## config.mk

```make
export PLATFORM = sky130hd
export DESIGN_NAME = alu_cmd_issuer
export DESIGN_NICKNAME = d
export VERILOG_FILES = /design/src/rtl/alu_cmd_issuer.sv
export SDC_FILE = /design/constraint.sdc
export NUM_CORES = 1
export LEC_CHECK = 0
export ABC_AREA = 1
export ABC_CLOCK_PERIOD_IN_PS = 1660
export CORE_AREA = 2 2 141 143
export CTS_CLUSTER_SIZE = 30
export DETAILED_ROUTE_END_ITERATION = 12
export DIE_AREA = 0 0 143 145
export PLACE_DENSITY_LB_ADDON = 0.25
export SYNTH_ARGS = -nofsm -noshare
export SYNTH_HDL_FRONTEND = slang
export SYNTH_SLANG_ARGS = --single-unit
```

## constraint.sdc

```tcl
create_clock -name clk -period 1.66 [get_ports clk]
set_clock_uncertainty 0.05 [all_clocks]
set_input_delay 0.332 -clock clk [delete_from_list [all_inputs] [get_ports clk]]
set_output_delay 0.332 -clock clk [all_outputs]
set_load 0.05 [all_outputs]
```

## src/rtl/alu_cmd_issuer.sv

```systemverilog
// alu_cmd_issuer: command-side driver for the 8-bit combinational ALU.
// Accepts one instruction at a time over valid/ready. Source operands come
// from an internal register file and are presented to the ALU on registered
// ctrl/x/y outputs. The ALU result is written back to the destination register.
// Optional build macro: ALU_CHECK_EN adds an internal reference model that
// checks every ALU result and raises a sticky 'mismatch' flag.
module alu_cmd_issuer #(
  parameter int NREG = 8,
  parameter int DW   = 8,
  localparam int AW  = $clog2(NREG)
) (
  input  logic          clk,
  input  logic          rst_n,
  input  logic          in_valid,
  output logic          in_ready,
  input  logic [3:0]    in_op,
  input  logic [AW-1:0] in_rd,
  input  logic [AW-1:0] in_rs1,
  input  logic [AW-1:0] in_rs2,
  input  logic          load_en,
  input  logic [AW-1:0] load_addr,
  input  logic [DW-1:0] load_data,
  output logic [3:0]    alu_ctrl,
  output logic [DW-1:0] alu_x,
  output logic [DW-1:0] alu_y,
  input  logic [DW-1:0] alu_out,
  input  logic          alu_carry,
  input  logic [AW-1:0] rd_addr,
  output logic [DW-1:0] rd_data,
  output logic          done,
  output logic          carry_flag,
  output logic          mismatch
);

  // ALU opcode encoding
  localparam logic [3:0] OP_ADD = 4'd0;
  localparam logic [3:0] OP_SUB = 4'd1;
  localparam logic [3:0] OP_AND = 4'd2;
  localparam logic [3:0] OP_OR  = 4'd3;
  localparam logic [3:0] OP_NOT = 4'd4;
  localparam logic [3:0] OP_XOR = 4'd5;
  localparam logic [3:0] OP_NOR = 4'd6;
  localparam logic [3:0] OP_SLL = 4'd7;
  localparam logic [3:0] OP_SRL = 4'd8;
  localparam logic [3:0] OP_SRA = 4'd9;
  localparam logic [3:0] OP_RL  = 4'd10;
  localparam logic [3:0] OP_RR  = 4'd11;
  localparam logic [3:0] OP_EQ  = 4'd12;

  typedef enum logic [1:0] {
    IDLE  = 2'd0,
    ISSUE = 2'd1,
    WB    = 2'd2
  } state_t;

  state_t        state;
  state_t        next_state;
  logic          accept;
  logic [AW-1:0] rd_lat;
  logic [DW-1:0] regs [NREG];
  logic          is_arith;

  // The in-flight opcode is held on alu_ctrl, so it also decides carry capture.
  assign is_arith = (alu_ctrl == OP_ADD) || (alu_ctrl == OP_SUB);

  // Debug read port: combinational, shows the pre-edge value during a write.
  assign rd_data = regs[rd_addr];

  // State register
  always_ff @(posedge clk or negedge rst_n) begin
    if (!rst_n) begin
      state <= IDLE;
    end else begin
      state <= next_state;
    end
  end

  // Next-state and handshake/strobe decode
  always_comb begin
    next_state = state;
    in_ready   = 1'b0;
    done       = 1'b0;
    accept     = 1'b0;
    case (state)
      IDLE: begin
        in_ready = 1'b1;
        if (in_valid) begin
          accept     = 1'b1;
          next_state = ISSUE;
        end
      end
      ISSUE: begin
        next_state = WB;
      end
      WB: begin
        done       = 1'b1;
        next_state = IDLE;
      end
      default: begin
        next_state = IDLE;
      end
    endcase
  end

  // Capture opcode, operands and destination at acceptance; hold them otherwise
  always_ff @(posedge clk or negedge rst_n) begin
    if (!rst_n) begin
      alu_ctrl <= '0;
      alu_x    <= '0;
      alu_y    <= '0;
      rd_lat   <= '0;
    end else if (accept) begin
      alu_ctrl <= in_op;
      alu_x    <= regs[in_rs1];
      alu_y    <= regs[in_rs2];
      rd_lat   <= in_rd;
    end
  end

  // Register file: direct loads any time, writeback overrides a same-address load
  always_ff @(posedge clk or negedge rst_n) begin
    if (!rst_n) begin
      for (int i = 0; i < NREG; i++) begin
        regs[i] <= '0;
      end
    end else begin
      if (load_en) begin
        regs[load_addr] <= load_data;
      end
      if (done) begin
        regs[rd_lat] <= alu_out;
      end
    end
  end

  // Carry flag follows only ADD/SUB writebacks
  always_ff @(posedge clk or negedge rst_n) begin
    if (!rst_n) begin
      carry_flag <= 1'b0;
    end else if (done && is_arith) begin
      carry_flag <= alu_carry;
    end
  end

`ifdef ALU_CHECK_EN
  logic [DW:0] expected;
  logic        mismatch_q;

  // Reference ALU: result in [DW-1:0], carry (ADD/SUB only) in bit DW
  function automatic logic [DW:0] ref_alu(input logic [3:0] op,
                                          input logic [DW-1:0] x,
                                          input logic [DW-1:0] y);
    logic [DW:0] res;
    res = '0;
    case (op)
      OP_ADD: res = {1'b0, x} + {1'b0, y};
      OP_SUB: res = {1'b0, x} - {1'b0, y};
      OP_AND: res[DW-1:0] = x & y;
      OP_OR:  res[DW-1:0] = x | y;
      OP_NOT: res[DW-1:0] = ~x;
      OP_XOR: res[DW-1:0] = x ^ y;
      OP_NOR: res[DW-1:0] = ~(x | y);
      OP_SLL: res[DW-1:0] = {x[DW-2:0], 1'b0};
      OP_SRL: res[DW-1:0] = {1'b0, x[DW-1:1]};
      OP_SRA: res[DW-1:0] = {x[DW-1], x[DW-1:1]};
      OP_RL:  res[DW-1:0] = {x[DW-2:0], x[DW-1]};
      OP_RR:  res[DW-1:0] = {x[0], x[DW-1:1]};
      OP_EQ:  res[0] = (x == y);
      default: res = '0;
    endcase
    return res;
  endfunction

  // Expected result from the latched op/operands
  always_comb begin
    expected = ref_alu(alu_ctrl, alu_x, alu_y);
  end

  // Sticky error flag, evaluated on the writeback cycle
  always_ff @(posedge clk or negedge rst_n) begin
    if (!rst_n) begin
      mismatch_q <= 1'b0;
    end else if (done) begin
      if ((alu_out != expected[DW-1:0]) ||
          (is_arith && (alu_carry != expected[DW]))) begin
        mismatch_q <= 1'b1;
      end
    end
  end

  assign mismatch = mismatch_q;
`else
  assign mismatch = 1'b0;
`endif

endmodule

```

==> impl_summary.txt <==
----------------------------------------------------
[Yosys]
  Fraction of the yosys area taken by sequential cells ... 38.4%
  Distinct cells, synth ... 21
  Gate count after technology mapping ... 891
  Ys flop type ... dfrtp_1
  Most area-hungry cell type in the Yosys netlist ... dfrtp_1
  Netlist Area Pre-Place ... about 5900 µm²
  Leading post-synthesis cells by cell area ... dfrtp_1 38%, nand2_1 19%, nand3_1 9.5%, inv_1 6.1%, o21ai_0 5.8%
  Yosys synthesis warning count ... 0
  Number of enable-type register cells in the synthesized netlist ... 0
  Share of the synthesized area in the top cell type ... 38.4%
  Ys async rst share ... 100%
  Syn Nets ... 931
  Register bit total from synthesis ... 90
  Mean area per synthesized cell ... 6.59 µm²

[Worst setup path]
  Crit path launch ... regs[18]
  Flop2flop setup slack ... roughly 0.21 ns
  Kind of start point of the critical path ... register
  Worst setup path end ... rd_data[2]
  Endpoint of the worst register-to-register path ... regs[58]
  Critical setup path kind ... reg2out
  Worst EP required ... 1.28 ns
  Sort of element at the end of the critical path ... primary output
  Worst Reg2Reg Path Length in Cells ... 7
  Arrival time of data at the critical path endpoint ... 1.34 ns
  CP max FO ... 2
  Startpoint of the most critical register-to-register path ... state[0]

[GRT]
  Total GRT Usage ... around 22%
  Pin count of the biggest net entering global routing ... 44
  Final global-route overflow total ... 0
  Antenna violations before repair ... 0
  Vias in the first global route ... 5692
  Global-route wire length before repair ... 34600 µm

[Clock tree]
  Number of clock sinks ... 90
  Clock Path Buffers ... 2
  Total number of H-tree levels ... 3
  Clock latency at the later pin of the worst-skew pair ... 0.36 ns
  Total CTS buffers ... 9
  Clock root buffer ... clkbuf_16
  Clock transition at path regs ... 0.07 ns
  Clock tree from TritonCTS ... built

[Status]
  Failing checks ... setup timing
  Status ... finished with violations

[Placed design]
  Final RePlAce weighted congestion ... 0.908
  # port buffers ... 70
  Half-perimeter wire length after placement ... approximately 17000 µm

[Pwr]
  Share of total power in the clock network ... 18.2%
  Internal cell power ... 6.52 mW
  Total power per unit cell area ... 1440 nW/µm²
  Maximum vdd ir drop ... 0.000564 V
  Post-layout total power ... 11.5 mW
  Net switching fraction of the power ... between 40% and 50%
  Relative contribution of sequential cells to total power ... 30.2%
  Sw power ... 5.00 mW
  Leakage ... roughly 4.0 nW
  Combinational group share of total power ... about 52%

[Final layout]
  Most used cells in the layout excluding fill and tap cells ... 283 x nand2_1, 112 x nand3_1, 90 x dfrtp_1
  Nets ... ~1000
  Share of post-route cells with drive strength above 1 ... 21.2%
  Area added between synthesis and finish ... 36.0%
  Fillers ... slightly above 2000
  Most common library cell in the layout ignoring fill and taps ... nand2_1
  Antenna Cells ... 0

[Detailed routing]
  Per-cell routed wire length ... 17.4 µm
  Routed via count divided by cell count ... 5.01
  Routed wire length ... 22100 µm
  Antenna-violating nets left ... 0
  DR pass1 iterations ... 5
  DRC violation total after the first TritonRoute iteration ... approximately 850
  Remaining routing DRC violations ... 0
  Via Count ... ~6400

[STA]
  Post-route worst hold slack ... 0.375 ns
  Top achievable clock speed ... between 500 and 600 MHz
  Final period demand of the worst path ... 1.73 ns
  Pins over their slew limit ... 0
  Min setup slack post-route ... -0.0667 ns
  Final setup violating endpoints ... 8
  Total count of hold-check failures in the final report ... 0
  Setup repair after global routing missed its margin ... true
  Setup Total Neg Slack ... -0.325 ns
  Final cycle utilization of the critical path ... 104%

[Worst hold path]
  Path category of the worst min-delay check ... in2async

[Floorplan]
  Die ar. ... 20700 µm²
  Number of core rows ... 51
  Core area ... 19200 µm²
  Initial Utilization ... a little under a third
  I/O Pins ... 72
  Die height ... 145 µm
  Horizontal die dimension ... 143 µm

[Run]
  Max-cap violation count ... 0

----------------------------------------------------
cell families after synthesis:
group	synth area share, %
compound gates	17.6
buf+inv	11.4
flops	38.4
simple gates	32.5
other cells	0.0639
cells in the mapped netlist (11+ instances only):
| cell type | number |
|---|---|
| o22ai_1 | 16 |
| nand2_1 | 294 |
| dfrtp_1 | 90 |
| nor2_1 | 38 |
| o21ai_1 | 11 |
| buf_2 | 31 |
| clkbuf_1 | 15 |
| inv_1 | 96 |
| o211ai_1 | 40 |
| o21ai_0 | 68 |
| nand3_1 | 112 |
| a21oi_1 | 48 |
power by group through the flow:
stage	Clock, mW	Combinational [mW]	Sequential [mW]
finish	2.10	5.94	3.48
global route	2.23	6.48	3.58
CTS	2.15	5.75	3.47
detailed placement	0	5.59	3.45
global placement	0	5.59	3.43
floorplan	0	2.73	3.94
cell type report:
class | instances | area [µm²] | share of cell area [%]
Clock buffer | 10 | 229 | 2.87
Clock inverter | 6 | 66.3 | 0.830
Inverter | 97 | 364 | 4.56
Multi-Input combinational cell | 643 | 3050 | 38.2
Sequential cell | 90 | 2250 | 28.2
Tap cell | 265 | 332 | 4.15
Timing Repair Buffer | 159 | 1690 | 21.1
repair_timing:
item	4_1_cts	5_1_grt
hold buffers	1	0
endpoints found under the hold margin	22	0
pin swaps	11	12
setup buffers	5	2
gates resized for setup	68	25
endpoints found under the setup margin	9	9
layer usage:
layer / vias to the layer above / wire [µm] / track usage (%)
met5: - / 0 / 0
met3: 28 / 2220 / 4.82
met1: 2905 / 10100 / 33.1
met2: 316 / 9230 / 30.0
met4: 0 / 534 / 7.67
li1: 3110 / - / -
worst max-delay path, stage by stage, from the launching register on:
cell and delay, ns:
dfrtp_1 0.37, inv_2 0.09, a21oi_2 0.05, o21ai_1 0.09, nand2_1 0.07, nand2_1 0.08
nand2_2 0.09, buf_12 0.15
state kept, by name, indices dropped and copies added, names as in the netlist:
name,count
alu_x,8
regs,64
rd_lat,3
state,2
alu_ctrl,4
alu_y,8
carry_flag,1
through the flow:
| step | util (%) | std cells | area [µm²] | setup WS (ns) |
|---|---|---|---|---|
| floorplan | - | 891 | 5900 | 0.0285 |
| global placement | 39.3 | 1246 | 7540 | -0.457 |
| detailed placement | 39.3 | 1246 | 7540 | -0.442 |
| CTS | 41.2 | 1268 | 7910 | -0.0620 |
| global route | 41.6 | 1270 | 7990 | -0.130 |
| finish | 41.6 | 1270 | 7990 | -0.0667 |
worst min-delay path by stage:
| stage | startpoint | endpoint | slack [ns] | cells past startpoint |
|---|---|---|---|---|
| finish | rst_n | regs[22] | 0.37 | 2 |
| global route | rst_n | regs[22] | 0.42 | 2 |
| CTS | rst_n | regs[22] | 0.38 | 2 |
| detailed placement | rst_n | regs[22] | 0.22 | 1 |
| global placement | rst_n | regs[22] | 0.22 | 1 |
| floorplan | rst_n | alu_ctrl[0] | -0.01 | 0 |
No activity file was read; power rests on OpenSTA's default activity.
